## src/rtl/riscv_pkg.sv

```systemverilog
// Shared RISC-V decode definitions: opcodes, ALU op classes and the control bundle.
package riscv_pkg;

    localparam int unsigned OPCODE_W = 7;
    localparam int unsigned IMM_W    = 12;
    localparam int unsigned FUNCT_W  = 10;
    localparam int unsigned ALU_OP_W = 2;

    localparam logic [OPCODE_W-1:0] OP_R      = 7'b0110011;
    localparam logic [OPCODE_W-1:0] OP_I      = 7'b0010011;
    localparam logic [OPCODE_W-1:0] OP_LOAD   = 7'b0000011;
    localparam logic [OPCODE_W-1:0] OP_STORE  = 7'b0100011;
    localparam logic [OPCODE_W-1:0] OP_BRANCH = 7'b1100011;

    localparam logic [ALU_OP_W-1:0] ALU_ADD   = 2'b00;
    localparam logic [ALU_OP_W-1:0] ALU_SUB   = 2'b01;
    localparam logic [ALU_OP_W-1:0] ALU_FUNCT = 2'b10;

    // Control bundle carried across the ID/EX boundary
    typedef struct packed {
        logic                reg_write;
        logic                mem_read;
        logic                mem_write;
        logic                mem_to_reg;
        logic                alu_src;
        logic                branch;
        logic [ALU_OP_W-1:0] alu_op;
    } ctrl_t;

endpackage

```

## src/rtl/regfile_bp.sv

```systemverilog
// Register file with synchronous reset, hard-wired x0 and two combinational read ports.
// Optional write-through bypass when ID_BYPASS_EN is defined.
module regfile_bp #(
    parameter int unsigned XLEN   = 8,
    parameter int unsigned REG_AW = 5
) (
    input  logic              clock,
    input  logic              reset,
    input  logic              wr_en,
    input  logic [REG_AW-1:0] wr_addr,
    input  logic [XLEN-1:0]   wr_data,
    input  logic [REG_AW-1:0] rd_addr1,
    input  logic [REG_AW-1:0] rd_addr2,
    output logic [XLEN-1:0]   rd_data1_c,
    output logic [XLEN-1:0]   rd_data2_c
);

    localparam int unsigned NREG = 2 ** REG_AW;

    logic [XLEN-1:0] regs [NREG];
    logic            wr_live;

    assign wr_live = wr_en && (wr_addr != '0);

    // Write port; x0 is never written so it stays at its reset value of 0
    always_ff @(posedge clock) begin
        if (reset) begin
            for (int i = 0; i < int'(NREG); i++) begin
                regs[i] <= '0;
            end
        end else if (wr_live) begin
            regs[wr_addr] <= wr_data;
        end
    end

    // Read ports; x0 forced to 0, optional same-cycle write-through
    always_comb begin
        rd_data1_c = regs[rd_addr1];
        rd_data2_c = regs[rd_addr2];
`ifdef ID_BYPASS_EN
        if (wr_live && (wr_addr == rd_addr1)) rd_data1_c = wr_data;
        if (wr_live && (wr_addr == rd_addr2)) rd_data2_c = wr_data;
`endif
        if (rd_addr1 == '0) rd_data1_c = '0;
        if (rd_addr2 == '0) rd_data2_c = '0;
    end

endmodule

```

## src/rtl/id_stage_hz.sv

```systemverilog
// Instruction-decode stage: decode, register read, load-use hazard detection
// and the ID/EX pipeline register with valid, stall and flush handling.
// Optional macro ID_BYPASS_EN enables register-file write-through.
module id_stage_hz
    import riscv_pkg::*;
#(
    parameter int unsigned PC_SIZE = 10,
    parameter int unsigned XLEN    = 8,
    parameter int unsigned REG_AW  = 5
) (
    input  logic                clock,
    input  logic                reset,
    input  logic [PC_SIZE-1:0]  pc_in,
    input  logic [31:0]         instruction,
    input  logic                instr_valid,
    input  logic                stall_in,
    input  logic                flush,
    input  logic                wb_reg_write,
    input  logic [REG_AW-1:0]   wb_rd,
    input  logic [XLEN-1:0]     wb_data,
    output logic                stall_out,
    output logic                out_valid,
    output logic [PC_SIZE-1:0]  pc_out,
    output logic [REG_AW-1:0]   rs1,
    output logic [REG_AW-1:0]   rs2,
    output logic [REG_AW-1:0]   rd,
    output logic [XLEN-1:0]     read_data1,
    output logic [XLEN-1:0]     read_data2,
    output logic [IMM_W-1:0]    immediate,
    output logic [FUNCT_W-1:0]  funct,
    output logic                reg_write,
    output logic                mem_read,
    output logic                mem_write,
    output logic                mem_to_reg,
    output logic                alu_src,
    output logic                branch,
    output logic [ALU_OP_W-1:0] alu_op
);

    logic [OPCODE_W-1:0] opcode;
    logic [REG_AW-1:0]   dec_rs1;
    logic [REG_AW-1:0]   dec_rs2;
    logic [REG_AW-1:0]   dec_rd;
    logic [FUNCT_W-1:0]  dec_funct;
    logic [IMM_W-1:0]    dec_imm;
    ctrl_t               dec_ctrl;
    ctrl_t               ctrl_q;
    logic                uses_rs2;
    logic                hazard;
    logic [XLEN-1:0]     rf_data1;
    logic [XLEN-1:0]     rf_data2;

    assign opcode    = instruction[6:0];
    assign dec_rs1   = REG_AW'(instruction[19:15]);
    assign dec_rs2   = REG_AW'(instruction[24:20]);
    assign dec_rd    = REG_AW'(instruction[11:7]);
    assign dec_funct = {instruction[31:25], instruction[14:12]};

    // Control and immediate decode by opcode
    always_comb begin
        dec_ctrl = '0;
        dec_imm  = '0;
        uses_rs2 = 1'b0;
        unique case (opcode)
            OP_R: begin
                dec_ctrl.reg_write = 1'b1;
                dec_ctrl.alu_op    = ALU_FUNCT;
                uses_rs2           = 1'b1;
            end
            OP_I: begin
                dec_ctrl.reg_write = 1'b1;
                dec_ctrl.alu_src   = 1'b1;
                dec_ctrl.alu_op    = ALU_FUNCT;
                dec_imm            = instruction[31:20];
            end
            OP_LOAD: begin
                dec_ctrl.reg_write  = 1'b1;
                dec_ctrl.alu_src    = 1'b1;
                dec_ctrl.mem_read   = 1'b1;
                dec_ctrl.mem_to_reg = 1'b1;
                dec_ctrl.alu_op     = ALU_ADD;
                dec_imm             = instruction[31:20];
            end
            OP_STORE: begin
                dec_ctrl.alu_src   = 1'b1;
                dec_ctrl.mem_write = 1'b1;
                dec_ctrl.alu_op    = ALU_ADD;
                dec_imm            = {instruction[31:25], instruction[11:7]};
                uses_rs2           = 1'b1;
            end
            OP_BRANCH: begin
                dec_ctrl.branch = 1'b1;
                dec_ctrl.alu_op = ALU_SUB;
                dec_imm         = {instruction[31], instruction[7],
                                   instruction[30:25], instruction[11:8]};
                uses_rs2        = 1'b1;
            end
            default: ;
        endcase
    end

    // Load-use hazard: the load in ID/EX writes a register this instruction reads
    assign hazard = out_valid && ctrl_q.mem_read && (rd != '0) && instr_valid &&
                    ((rd == dec_rs1) || ((rd == dec_rs2) && uses_rs2));

    assign stall_out = hazard || stall_in;

    regfile_bp #(
        .XLEN   (XLEN),
        .REG_AW (REG_AW)
    ) u_regfile (
        .clock      (clock),
        .reset      (reset),
        .wr_en      (wb_reg_write),
        .wr_addr    (wb_rd),
        .wr_data    (wb_data),
        .rd_addr1   (dec_rs1),
        .rd_addr2   (dec_rs2),
        .rd_data1_c (rf_data1),
        .rd_data2_c (rf_data2)
    );

    // ID/EX register: reset > flush > stall_in > hazard bubble > capture
    always_ff @(posedge clock) begin
        if (reset) begin
            out_valid  <= 1'b0;
            ctrl_q     <= '0;
            pc_out     <= '0;
            rs1        <= '0;
            rs2        <= '0;
            rd         <= '0;
            read_data1 <= '0;
            read_data2 <= '0;
            immediate  <= '0;
            funct      <= '0;
        end else if (flush || (!stall_in && hazard)) begin
            out_valid <= 1'b0;
            ctrl_q    <= '0;
        end else if (!stall_in) begin
            out_valid  <= instr_valid;
            ctrl_q     <= instr_valid ? dec_ctrl : '0;
            pc_out     <= pc_in;
            rs1        <= dec_rs1;
            rs2        <= dec_rs2;
            rd         <= dec_rd;
            read_data1 <= rf_data1;
            read_data2 <= rf_data2;
            immediate  <= dec_imm;
            funct      <= dec_funct;
        end
    end

    assign reg_write  = ctrl_q.reg_write;
    assign mem_read   = ctrl_q.mem_read;
    assign mem_write  = ctrl_q.mem_write;
    assign mem_to_reg = ctrl_q.mem_to_reg;
    assign alu_src    = ctrl_q.alu_src;
    assign branch     = ctrl_q.branch;
    assign alu_op     = ctrl_q.alu_op;

endmodule

```

## config.mk

```make
export PLATFORM = sky130hd
export DESIGN_NAME = id_stage_hz
export DESIGN_NICKNAME = d
export VERILOG_FILES = /design/src/rtl/riscv_pkg.sv /design/src/rtl/regfile_bp.sv /design/src/rtl/id_stage_hz.sv
export SDC_FILE = /design/constraint.sdc
export NUM_CORES = 1
export LEC_CHECK = 0
export ABC_CLOCK_PERIOD_IN_PS = 4500
export CORE_ASPECT_RATIO = 1.5
export CORE_MARGIN = 4
export CORE_UTILIZATION = 35
export DETAILED_ROUTE_END_ITERATION = 10
export PLACE_DENSITY = 0.52
export SLEW_MARGIN = 20
export SYNTH_ARGS = -nofsm -noshare
export SYNTH_HDL_FRONTEND = slang
export SYNTH_SLANG_ARGS = --single-unit
```

## constraint.sdc

```tcl
create_clock -name clock -period 4.5 [get_ports clock]
set_clock_uncertainty 0.2 [all_clocks]
set_input_delay 0.45 -clock clock [delete_from_list [all_inputs] [get_ports clock]]
set_output_delay 0.45 -clock clock [all_outputs]
set_load 0.02 [all_outputs]
```

==> metrics.md, run 1 <==
| Metric | Value |
|---|---|
| Status | complete, no violations |
| Vias per cell | 5.46 |
| Synth top area share | 46.1% |
| Final period util | 70.4% |
| WL final | 50.8 mm |
| Hold_sp | instruction[17] |
| Worst path most repeated cell | clkdlybuf4s50_1 |
| Share of cell area taken by muxes after synthesis | 22.2% |
| Worst-path clk slew | 0.06 ns |
| Synth area leader | edfxtp_1 |
| Ys Warns | 0 |
| First DRT Iteration DRCs | 855 |
| Die Area | 0.0513 mm² |
| Reg-to-reg critical path endpoint | immediate[11]$_SDFFE_PP0P_ |
| Final #Nets | 1351 |
| Detailed Place HPWL | 36.4 mm |
| Grt total ovfl | 0 |
| Syn Inst Count | 1170 |
| Post-route DRC violation count | 0 |
| Clock Tree Buf Depth | 3 |
| Wire per inst | 26.6 µm |
| Count of final hold-check violations | 0 |
| H-tree depth | 2 |
| Die X | 186 µm |
| RR Startpoint | rd[0]$_SDFFE_PP0P_ |
| Kind of cell adding the most delay to the critical path | buffers and inverters |
| WP data arrival | 2.52 ns |
| Crit. End Element | output port |
| Number of global-route vias before repair | 11100 |
| Die height | 275 µm |
| Post-layout instance count excluding filler cells | 1908 |
| Starting Density | 35.5% |
| Skew-Pair Late Insertion Delay | 0.53 ns |
| Worst path bufs/invs | 3 |
| Port buffer count | 133 |
| Slew margin rel. | 25.9% |
| Place WS | 1.28 ns |
| Adder-cell share of the synthesized area | 0% |
| Max-cap violation count | 0 |
| Worst VDD drop | 0.192 mV |
| Hold endpoint | rs1[2]$_SDFFE_PP0P_ |
| FMAX | 316 MHz |
| All-Layer GR Usage | 19.7% |
| Critical path's slowest cell | clkdlybuf4s50_1 |
| Area delta synth->final | 18.5% |
| Count leader, synth | edfxtp_1 |
| Synth Register Bits | 326 |
| Pin count of the biggest net entering global routing | 50 |
| Slowest stage delay, CP | 0.60 ns |
| First-pass GRT wire length | 74.8 mm |
| Max-slew violation count | 0 |
| ANT nets after route | 0 |
| # IOs | 134 |
| Top_reg_cell synth | edfxtp_1 |
| Compound-Gate Fraction of Synth Area | 5.33% |
| CTS Buf Count | 34 |
| Hold Worst Slack | 0.223 ns |
| FILL cells | 4281 |
| Layout cells sized above 1 | 23.0% |
| GPL Wtd Cong | 0.868 |
| Core area | 0.0470 mm² |
| Main combinational cell family by area after synthesis | multiplexers |
| EDFF count, synth | 256 |
| PostCTS Resize Cnt | 0 |
| Synth area leaders | edfxtp_1, mux4_2, and2_1 |
| RSZ-0062 raised after global routing | false |
| Detailed-router iteration count before antenna repair | 5 |
| Setup TNS | 0 ns |
| Syn_area_per_cell | 14.3 µm² |
| N_diodes | 0 |
| Multi-input logic area | 0.00714 mm² |
| Unique masters post-synth | 49 |
| Root buf cell | clkbuf_16 |
| Startpoint Class | input port |
| Crit path required time | 3.85 ns |
| Total vias in the final route | 10400 |
| Post-Synth Simple-Gate Area | 14.6% |
| WS Path Type | in -> out |
| Clk sink count | 326 |
| Sequential fraction of the synthesis area | 54.5% |
| Placed insts | 1848 |
| TritonCTS clock tree | built |
| Leak Pwr | 6.65 nW |
| Cts hold-fix bufs | 0 |
| R2R cell count | 5 |
| Async S/R FF share, synth | 0% |
| Final std cell area, no fill | 0.0198 mm² |
| Setup slack, reg-to-reg | 1.71 ns |
| Xor-xnor portion of the synthesized cell area | 0.525% |
| CP cell instances | clkdlybuf4s50_1 > buf_4 > xor2_1 > nor3_1 > nand4_1 > a21o_2 > nand2b_1 > clkdlybuf4s50_1 |
| Worst-Margin Slew | 1.10 ns |
| Setup violations, final | 0 |
| Area after DPL | 0.0187 mm² |
| # rows | 97 |
| Pwr/cell area | 364 mW/mm² |
| Post-synth top cells | edfxtp_1, and2_1, mux4_2, dfxtp_1, clkbuf_1 |
| Initial antenna violation count | 0 |
| Hold Crit Class | in -> reg |
| FF/Latch Area | 0.00909 mm² |
| Fin crit period | 3.17 ns |
| Post-CTS Setup Bufs | 0 |
| Synthesized area | 0.0167 mm² |
| Final setup margin | 1.33 ns |
| Hold path depth | 3 |
| Worst-path fanout max | 15 |
==> cell type report <==
class / count / area share, %
Clock inverter: 13 / 0.506
Multi-Input combinational cell: 747 / 36.1
Timing Repair Buffer: 181 / 8.70
Sequential cell: 326 / 46.0
Tap cell: 594 / 3.76
Clock buffer: 47 / 4.97
==> cells in the final DEF (no fill, tap or decap), drive strengths merged, types with 2 or more instances in the layout <==
| master | count |
|---|---|
| nor3 | 4 |
| o221ai | 2 |
| o22ai | 2 |
| nand2 | 11 |
| a22oi | 6 |
| o21ai | 45 |
| a222oi | 5 |
| mux2i | 16 |
| dfxtp | 70 |
| nand2b | 10 |
| clkbuf | 47 |
| nor3b | 2 |
| clkinvlp | 4 |
| nor2b | 3 |
| or4 | 4 |
| edfxtp | 256 |
| or2 | 33 |
| a211oi | 11 |
| nor2 | 41 |
| mux2 | 2 |
| xnor2 | 2 |
| a21oi | 51 |
| and2 | 249 |
| conb | 8 |
| mux4 | 156 |
| clkinv | 7 |
| clkdlybuf4s50 | 127 |
| nand3b | 3 |
| o2bb2ai | 15 |
| nand3 | 44 |
| buf | 54 |
| xor2 | 8 |
| or3 | 2 |
==> metrics by stage <==
stage          power (mW)  utilization (%)
2_1_floorplan        4.07                -
3_3_place_gp         4.46             39.8
3_5_place_dp         4.48             39.8
4_1_cts              7.27             42.1
5_1_grt              7.41             42.1
6_report             7.19             42.1
==> worst max path at each step <==
stage,start,to,cells past startpoint
after detailed placement,instruction[24],immediate[5]$_SDFFE_PP0P_,8
final,instruction[24],stall_out,8
after global placement,instruction[24],immediate[5]$_SDFFE_PP0P_,8
after CTS,instruction[24],stall_out,8
after floorplan,instruction[22],read_data2[0]$_SDFFE_PP0P_,7
after global routing,instruction[24],stall_out,8
==> layer usage <==
metal / up-vias / track usage, % / wire (µm)
met5: - / 0 / 0
met4: 0 / 6.95 / 1790
met3: 77 / 2.73 / 2670
met2: 351 / 36.7 / 27200
met1: 5264 / 23.0 / 19100
li1: 4718 / - / -
==> report_power, final <==
| part | total [mW] | switching, mW | internal, mW |
|---|---|---|---|
| registers | 3.49 | 0.0847 | 3.40 |
| clock network | 2.78 | 1.19 | 1.59 |
| logic | 0.917 | 0.487 | 0.430 |
| total | 7.19 | 1.76 | 5.42 |
==> cells by family after synthesis <==
kind of cell              count (synthesis)
DFF                                     326
AOI/OAI and AO/OA                       144
other                                     1
muxes                                   174
buffers and inverters                   104
and+or+nand+nor                         411
xor gates and xnor gates                 10
==> flip-flops by register name, summed over array words and instances (netlist names), 2 cells and up <==
register and flops:
alu_op 2, rs1 5, rs2 5, pc_out 10, u_regfile.regs 256, read_data1 8, funct 10, immediate 12
read_data2 8, rd 5
==> tightest hold or removal path: cells and delay by family <==
kind	cells	cell delay [ns]
compound gates	1	0.07
buf+inv	1	0.24
simple gates	1	0.13
Note: power is estimated with default switching activity, not from simulation.
==> inputs of run 2 (changes only) <==
--- a/config.mk
+++ b/config.mk
@@ -5,7 +5,7 @@
 export SDC_FILE = /design/constraint.sdc
 export NUM_CORES = 1
 export LEC_CHECK = 0
-export ABC_CLOCK_PERIOD_IN_PS = 4500
+export ABC_CLOCK_PERIOD_IN_PS = 3300
 export CORE_ASPECT_RATIO = 1.5
 export CORE_MARGIN = 4
 export CORE_UTILIZATION = 35
==> constraint.sdc (replaced) <==
create_clock -name clock -period 3.3 [get_ports clock]
set_clock_uncertainty 0.2 [all_clocks]
set_input_delay 0.33 -clock clock [delete_from_list [all_inputs] [get_ports clock]]
set_output_delay 0.33 -clock clock [all_outputs]
set_load 0.02 [all_outputs]
==> metrics.md, run 2 (synthesis results as in run 1) <==
| Metric | Value |
|---|---|
| Status | complete, no violations (unchanged) |
| Die X | 186 µm (unchanged) |
| WP data arrival | 2.47 ns (was 2.52 ns) |
| Port buffer count | 133 (unchanged) |
| Pwr/cell area | 486 mW/mm² (was 364 mW/mm²) |
| Slowest stage delay, CP | 0.60 ns (about the same) |
| Worst path bufs/invs | 2 (was 3) |
| Final std cell area, no fill | 0.0199 mm² (was 0.0198 mm²) |
| Max-slew violation count | 0 (unchanged) |
| Die height | 275 µm (unchanged) |
| Number of global-route vias before repair | 10900 (was 11100) |
| Pin count of the biggest net entering global routing | 68 (was 50) |
| Wire per inst | 27.0 µm (was 26.6 µm) |
| First-pass GRT wire length | 75.2 mm (was 74.8 mm) |
| CTS Buf Count | 31 (was 34) |
| Post-layout instance count excluding filler cells | 1921 (was 1908) |
| Worst-path fanout max | 4 (was 15) |
| Place WS | 0.475 ns (was 1.28 ns) |
| Fin util | 42.4% (was 42.1%) |
| Critical path's slowest cell | clkdlybuf4s50_1 (unchanged) |
| Clk sink count | 326 (unchanged) |
| Slew margin rel. | 34.6% (was 25.9%) |
| Worst-path clk slew | 0.07 ns (was 0.06 ns) |
| Hold Crit Class | in -> reg (unchanged) |
| Total power | 9.68 mW (was 7.19 mW) |
| Skew-Pair Late Insertion Delay | 0.57 ns (was 0.53 ns) |
| WS Path Type | reg -> out (was in -> out) |
| Setup violations, final | 0 (unchanged) |
| ANT nets after route | 0 (unchanged) |
| Worst VDD drop | 0.350 mV (was 0.192 mV) |
| Leak Pwr | 6.72 nW (was 6.65 nW) |
| Placed insts | 1864 (was 1848) |
| Final period util | 91.0% |
| Post-route DRC violation count | 0 (unchanged) |
| Count of final hold-check violations | 0 (unchanged) |
| Starting Density | 35.5% (unchanged) |
| CP cell instances | buf_4 > xor2_1 > nor3_1 > nand3_1 > a21o_2 > nand2b_1 > clkdlybuf4s50_1 (was clkdlybuf4s50_1 > buf_4 > xor2_1 > nor3_1 > nand4_1 > a21o_2 > nand2b_1 > clkdlybuf4s50_1) |
| Kind of cell adding the most delay to the critical path | buffers and inverters (unchanged) |
| Hold Worst Slack | 0.0503 ns (was 0.223 ns) |
| N_diodes | 0 (unchanged) |
| Final setup margin | 0.298 ns (was 1.33 ns) |
| Clock Tree Buf Depth | 3 (unchanged) |
| TritonCTS clock tree | built (unchanged) |
| Most common cell after layout, fill and taps aside | edfxtp_1 (unchanged) |
| Cts hold-fix bufs | 0 (unchanged) |
| Die Area | 0.0513 mm² (unchanged) |
| Most flop-heavy register | u_regfile.regs (unchanged) |
| Post-CTS Setup Bufs | 0 (unchanged) |
| Crit path required time | 2.77 ns (was 3.85 ns) |
| All-Layer GR Usage | 20.1% (was 19.7%) |
| GPL Wtd Cong | 0.882 (was 0.868) |
| RSZ-0062 raised after global routing | false (unchanged) |
| Crit. End Element | output port (unchanged) |
| # rows | 97 (unchanged) |
| PostCTS Resize Cnt | 0 (unchanged) |
| Max-cap violation count | 0 (unchanged) |
| Fin crit period | 3.00 ns |
| Core area | 0.0470 mm² (unchanged) |
| Most frequent cells in the layout | edfxtp_1, and2_1, mux4_2, clkdlybuf4s50_1, dfxtp_1 (unchanged) |
| Startpoint Class | flop (was input port) |
| WL final | 51.9 mm (was 50.8 mm) |
| Detailed-router iteration count before antenna repair | 5 (unchanged) |
| Detailed Place HPWL | 37.0 mm (was 36.4 mm) |
| Final #Nets | 1364 (was 1351) |
| FMAX | 333 MHz |
| Setup TNS | 0 ns (unchanged) |
| First DRT Iteration DRCs | 864 (was 855) |
| Max reg flops | 256 (unchanged) |
| H-tree depth | 1 (was 2) |
| Area delta synth->final | 19.3% (was 18.5%) |
| Vias per cell | 5.48 (was 5.46) |
| Root buf cell | clkbuf_16 (unchanged) |
| Total vias in the final route | 10500 (was 10400) |
| Area after DPL | 0.0189 mm² (was 0.0187 mm²) |
| # IOs | 134 (unchanged) |
| Initial antenna violation count | 0 (unchanged) |
| Largest regs | u_regfile.regs (256), immediate (12) (unchanged) |
| Grt total ovfl | 0 (unchanged) |
| Worst-Margin Slew | 0.977 ns (was 1.10 ns) |
| Layout cells sized above 1 | 24.1% (was 23.0%) |
| Setup slack, reg-to-reg | 0.61 ns (was 1.71 ns) |
run 2: cell count changes in the layout (fill, tap and decap cells not counted), sizes merged:
cell	previous run	this run
inv	1	0
clkdlybuf4s50	127	126
clkbuf	47	44
clkinvlp	4	6
clkinv	7	5
buf	54	71
bufinv	1	2
run 2: final cells by class:
type,instances,area (µm²)
multi-input combinational,747,7140
sequential,326,9090
fill,4243,27100
tap,594,743
clock buffer,44,901
clock inverter,13,125
timing repair buffer,197,1900
run 2: worst paths after layout:
check / cells past startpoint / endpoint / startpoint
min reg2reg: 1 / read_data1[6]$_SDFFE_PP0P_ / read_data1[6]$_SDFFE_PP0P_
max: 7 / stall_out / rd[0]$_SDFFE_PP0P_
min: 3 / rs2[0]$_SDFFE_PP0P_ / instruction[20]
max reg2reg: 7 / read_data1[6]$_SDFFE_PP0P_ / rd[1]$_SDFFE_PP0P_
run 2: metal layers:
layer  GRT usage (%)  part of all wire [%]  up-vias
met5               0                     0        -
met4            6.47                   3.3        0
met3            2.44                   5.9       73
met2            36.4                    52      366
met1            24.7                    38     5362
li1                -                     -     4734
run 2: worst register-to-register path: cells and delay by family, from the launching register on:
family | cells | cell delay (ns)
and+or+nand+nor | 1 | 0.54
DFF | 1 | 0.38
buffers and inverters | 2 | 0.67
AOI/OAI and AO/OA | 4 | 0.78
run 2: power by group:
part / internal [mW] / switching (mW) / leakage (nW)
Combinational: 0.604 / 0.679 / 3.23
Sequential: 4.64 / 0.125 / 3.01
Clock: 2.05 / 1.57 / 0.490
Total: 7.30 / 2.38 / 6.72
==> inputs of run 3 (changes only) <==
--- a/config.mk
+++ b/config.mk
@@ -6,10 +6,12 @@
 export NUM_CORES = 1
 export LEC_CHECK = 0
 export ABC_CLOCK_PERIOD_IN_PS = 3300
+export CAP_MARGIN = 10
 export CORE_ASPECT_RATIO = 1.5
 export CORE_MARGIN = 4
 export CORE_UTILIZATION = 35
 export DETAILED_ROUTE_END_ITERATION = 10
+export MAX_ROUTING_LAYER = met4
 export PLACE_DENSITY = 0.52
 export SLEW_MARGIN = 20
 export SYNTH_ARGS = -nofsm -noshare
==> metrics.md, run 3 (synthesis results as in run 1) <==
| Metric | Value |
|---|---|
| Final period util | 90.7% (was 91.0%) |
| Comb pwr share | 13.3% (about the same) |
| M3 GR Usage | 2.36% (was 2.44%) |
| Detailed-router iteration count before antenna repair | 5 (unchanged) |
| Core area | 0.0470 mm² (unchanged) |
| H-tree depth | 1 (unchanged) |
| Skew-Pair Late Insertion Delay | 0.57 ns (about the same) |
| Power share of the clock group | 37.6% (was 37.5%) |
| WS Path Type | reg -> out (unchanged) |
| Startpoint Class | flop (unchanged) |
| First DRT Iteration DRCs | 878 (was 864) |
| Final #Nets | 1364 (unchanged) |
| Cts hold-fix bufs | 0 (unchanged) |
| First-pass GRT wire length | 75.2 mm (about the same) |
| Final setup margin | 0.307 ns (was 0.298 ns) |
| Setup TNS | 0 ns (unchanged) |
| Max reg flops | 256 (unchanged) |
| Starting Density | 35.5% (unchanged) |
| Grt total ovfl | 0 (unchanged) |
| Initial antenna violation count | 0 (unchanged) |
| RSZ-0062 raised after global routing | false (unchanged) |
| GPL Wtd Cong | 0.898 (was 0.882) |
| Post-CTS Setup Bufs | 0 (unchanged) |
| CTS Buf Count | 31 (unchanged) |
| Wire per inst | 27.0 µm (about the same) |
| Worst-path clk slew | 0.07 ns (about the same) |
| # rows | 97 (unchanged) |
| Fin crit period | 2.99 ns (was 3.00 ns) |
| Largest regs | u_regfile.regs (256), immediate (12) (unchanged) |
| Post-route DRC violation count | 0 (unchanged) |
| Most frequent cells in the layout | edfxtp_1, and2_1, mux4_2, clkdlybuf4s50_1, dfxtp_1 (unchanged) |
| Slew margin rel. | 34.4% (was 34.6%) |
| Area delta synth->final | 19.3% (unchanged) |
| Total vias in the final route | 10500 (about the same) |
| Area after DPL | 0.0189 mm² (unchanged) |
| Most common cell after layout, fill and taps aside | edfxtp_1 (unchanged) |
| Hold Crit Class | in -> reg (unchanged) |
| Fin util | 42.4% (unchanged) |
| Crit path required time | 2.77 ns (about the same) |
| Worst-Margin Slew | 0.980 ns (was 0.977 ns) |
| Detailed Place HPWL | 37.0 mm (unchanged) |
| Root buf cell | clkbuf_16 (unchanged) |
| Routing usage on met1 | 24.8% (was 24.7%) |
| Placed insts | 1864 (unchanged) |
| Clk sink count | 326 (unchanged) |
| Multi-input logic area | 0.00714 mm² (unchanged) |
| Hold Worst Slack | 0.0573 ns (was 0.0503 ns) |
| Layout cells sized above 1 | 24.1% (unchanged) |
| Worst-path fanout max | 4 (unchanged) |
| Max-cap violation count | 0 (unchanged) |
| Post-layout instance count excluding filler cells | 1921 (unchanged) |
| Pwr/cell area | 487 mW/mm² (was 486 mW/mm²) |
| WP data arrival | 2.46 ns (was 2.47 ns) |
| Crit. End Element | output port (unchanged) |
| Setup violations, final | 0 (unchanged) |
| PostCTS Resize Cnt | 0 (unchanged) |
| Die Area | 0.0513 mm² (unchanged) |
| Die height | 275 µm (unchanged) |
| FMAX | 334 MHz (was 333 MHz) |
| Clock Tree Buf Depth | 3 (unchanged) |
| # IOs | 134 (unchanged) |
| Number of global-route vias before repair | 10900 (about the same) |
| WL final | 51.9 mm (about the same) |
| Port buffer count | 133 (unchanged) |
| Most flop-heavy register | u_regfile.regs (unchanged) |
| All-Layer GR Usage | 20.7% (was 20.1%) |
| Vias per cell | 5.47 (was 5.48) |
| Final std cell area, no fill | 0.0199 mm² (unchanged) |
| Worst VDD drop | 0.349 mV (was 0.350 mV) |
| P_int | 7.30 mW (about the same) |
| ANT nets after route | 0 (unchanged) |
| Count of final hold-check violations | 0 (unchanged) |
| Status | complete, no violations (unchanged) |
| N_diodes | 0 (unchanged) |
| Busiest grt layer | met2 (unchanged) |
| FILL cells | 4243 (unchanged) |
| FF/Latch Area | 0.00909 mm² (unchanged) |
| Part of the power in registers | 49.2% (was 49.3%) |
| Leak Pwr | 6.72 nW (unchanged) |
| TritonCTS clock tree | built (unchanged) |
| Pin count of the biggest net entering global routing | 68 (unchanged) |
| Place WS | 0.475 ns (unchanged) |
| Global routing usage on met2 | 36.3% (was 36.4%) |
| Die X | 186 µm (unchanged) |
| Switch share | 24.7% (was 24.6%) |
| Max-slew violation count | 0 (unchanged) |
| Sw Pwr | 2.39 mW (was 2.38 mW) |
| Total power | 9.69 mW (was 9.68 mW) |
[run 3: routing by layer]
metal / up-vias / routed length, µm
met4: 0 / 1770
met3: 76 / 2710
met1: 5353 / 20300
met2: 351 / 27100
met5: - / 0
li1: 4737 / -
[run 3: layout make-up]
| cell class | instances | area share (%) |
|---|---|---|
| Tap cell | 594 | 3.74 |
| Timing Repair Buffer | 197 | 9.54 |
| Clock buffer | 44 | 4.53 |
| Multi-Input combinational cell | 747 | 35.9 |
| Sequential cell | 326 | 45.7 |
| Clock inverter | 13 | 0.629 |
[run 3: power groups by stage]
stage | clock network (mW) | registers, mW | logic, mW
after CTS | 3.72 | 4.77 | 1.30
after floorplan | 0 | 4.85 | 0.704
after global routing | 3.85 | 4.79 | 1.35
after detailed placement | 0 | 4.85 | 1.30
final | 3.64 | 4.77 | 1.28
after global placement | 0 | 4.84 | 1.30
[run 3: path summary, 6_finish.rpt]
| kind | start | to | slack [ns] | depth (start not counted) |
|---|---|---|---|---|
| worst max-delay path | rd[0]$_SDFFE_PP0P_ | stall_out | 0.31 | 7 |
| worst min-delay path | instruction[20] | rs2[0]$_SDFFE_PP0P_ | 0.06 | 3 |
| worst max register to register | rd[1]$_SDFFE_PP0P_ | read_data1[6]$_SDFFE_PP0P_ | 0.62 | 7 |
| worst min register to register | read_data1[6]$_SDFFE_PP0P_ | read_data1[6]$_SDFFE_PP0P_ | 0.26 | 1 |
[run 3: critical path, stage by stage (launching register included)]
cell and delay [ns]:
dfxtp_1 0.33, buf_4 0.17, xor2_1 0.15, nor3_1 0.19
nand3_1 0.15, a21o_2 0.23, nand2b_1 0.07, clkdlybuf4s50_1 0.60
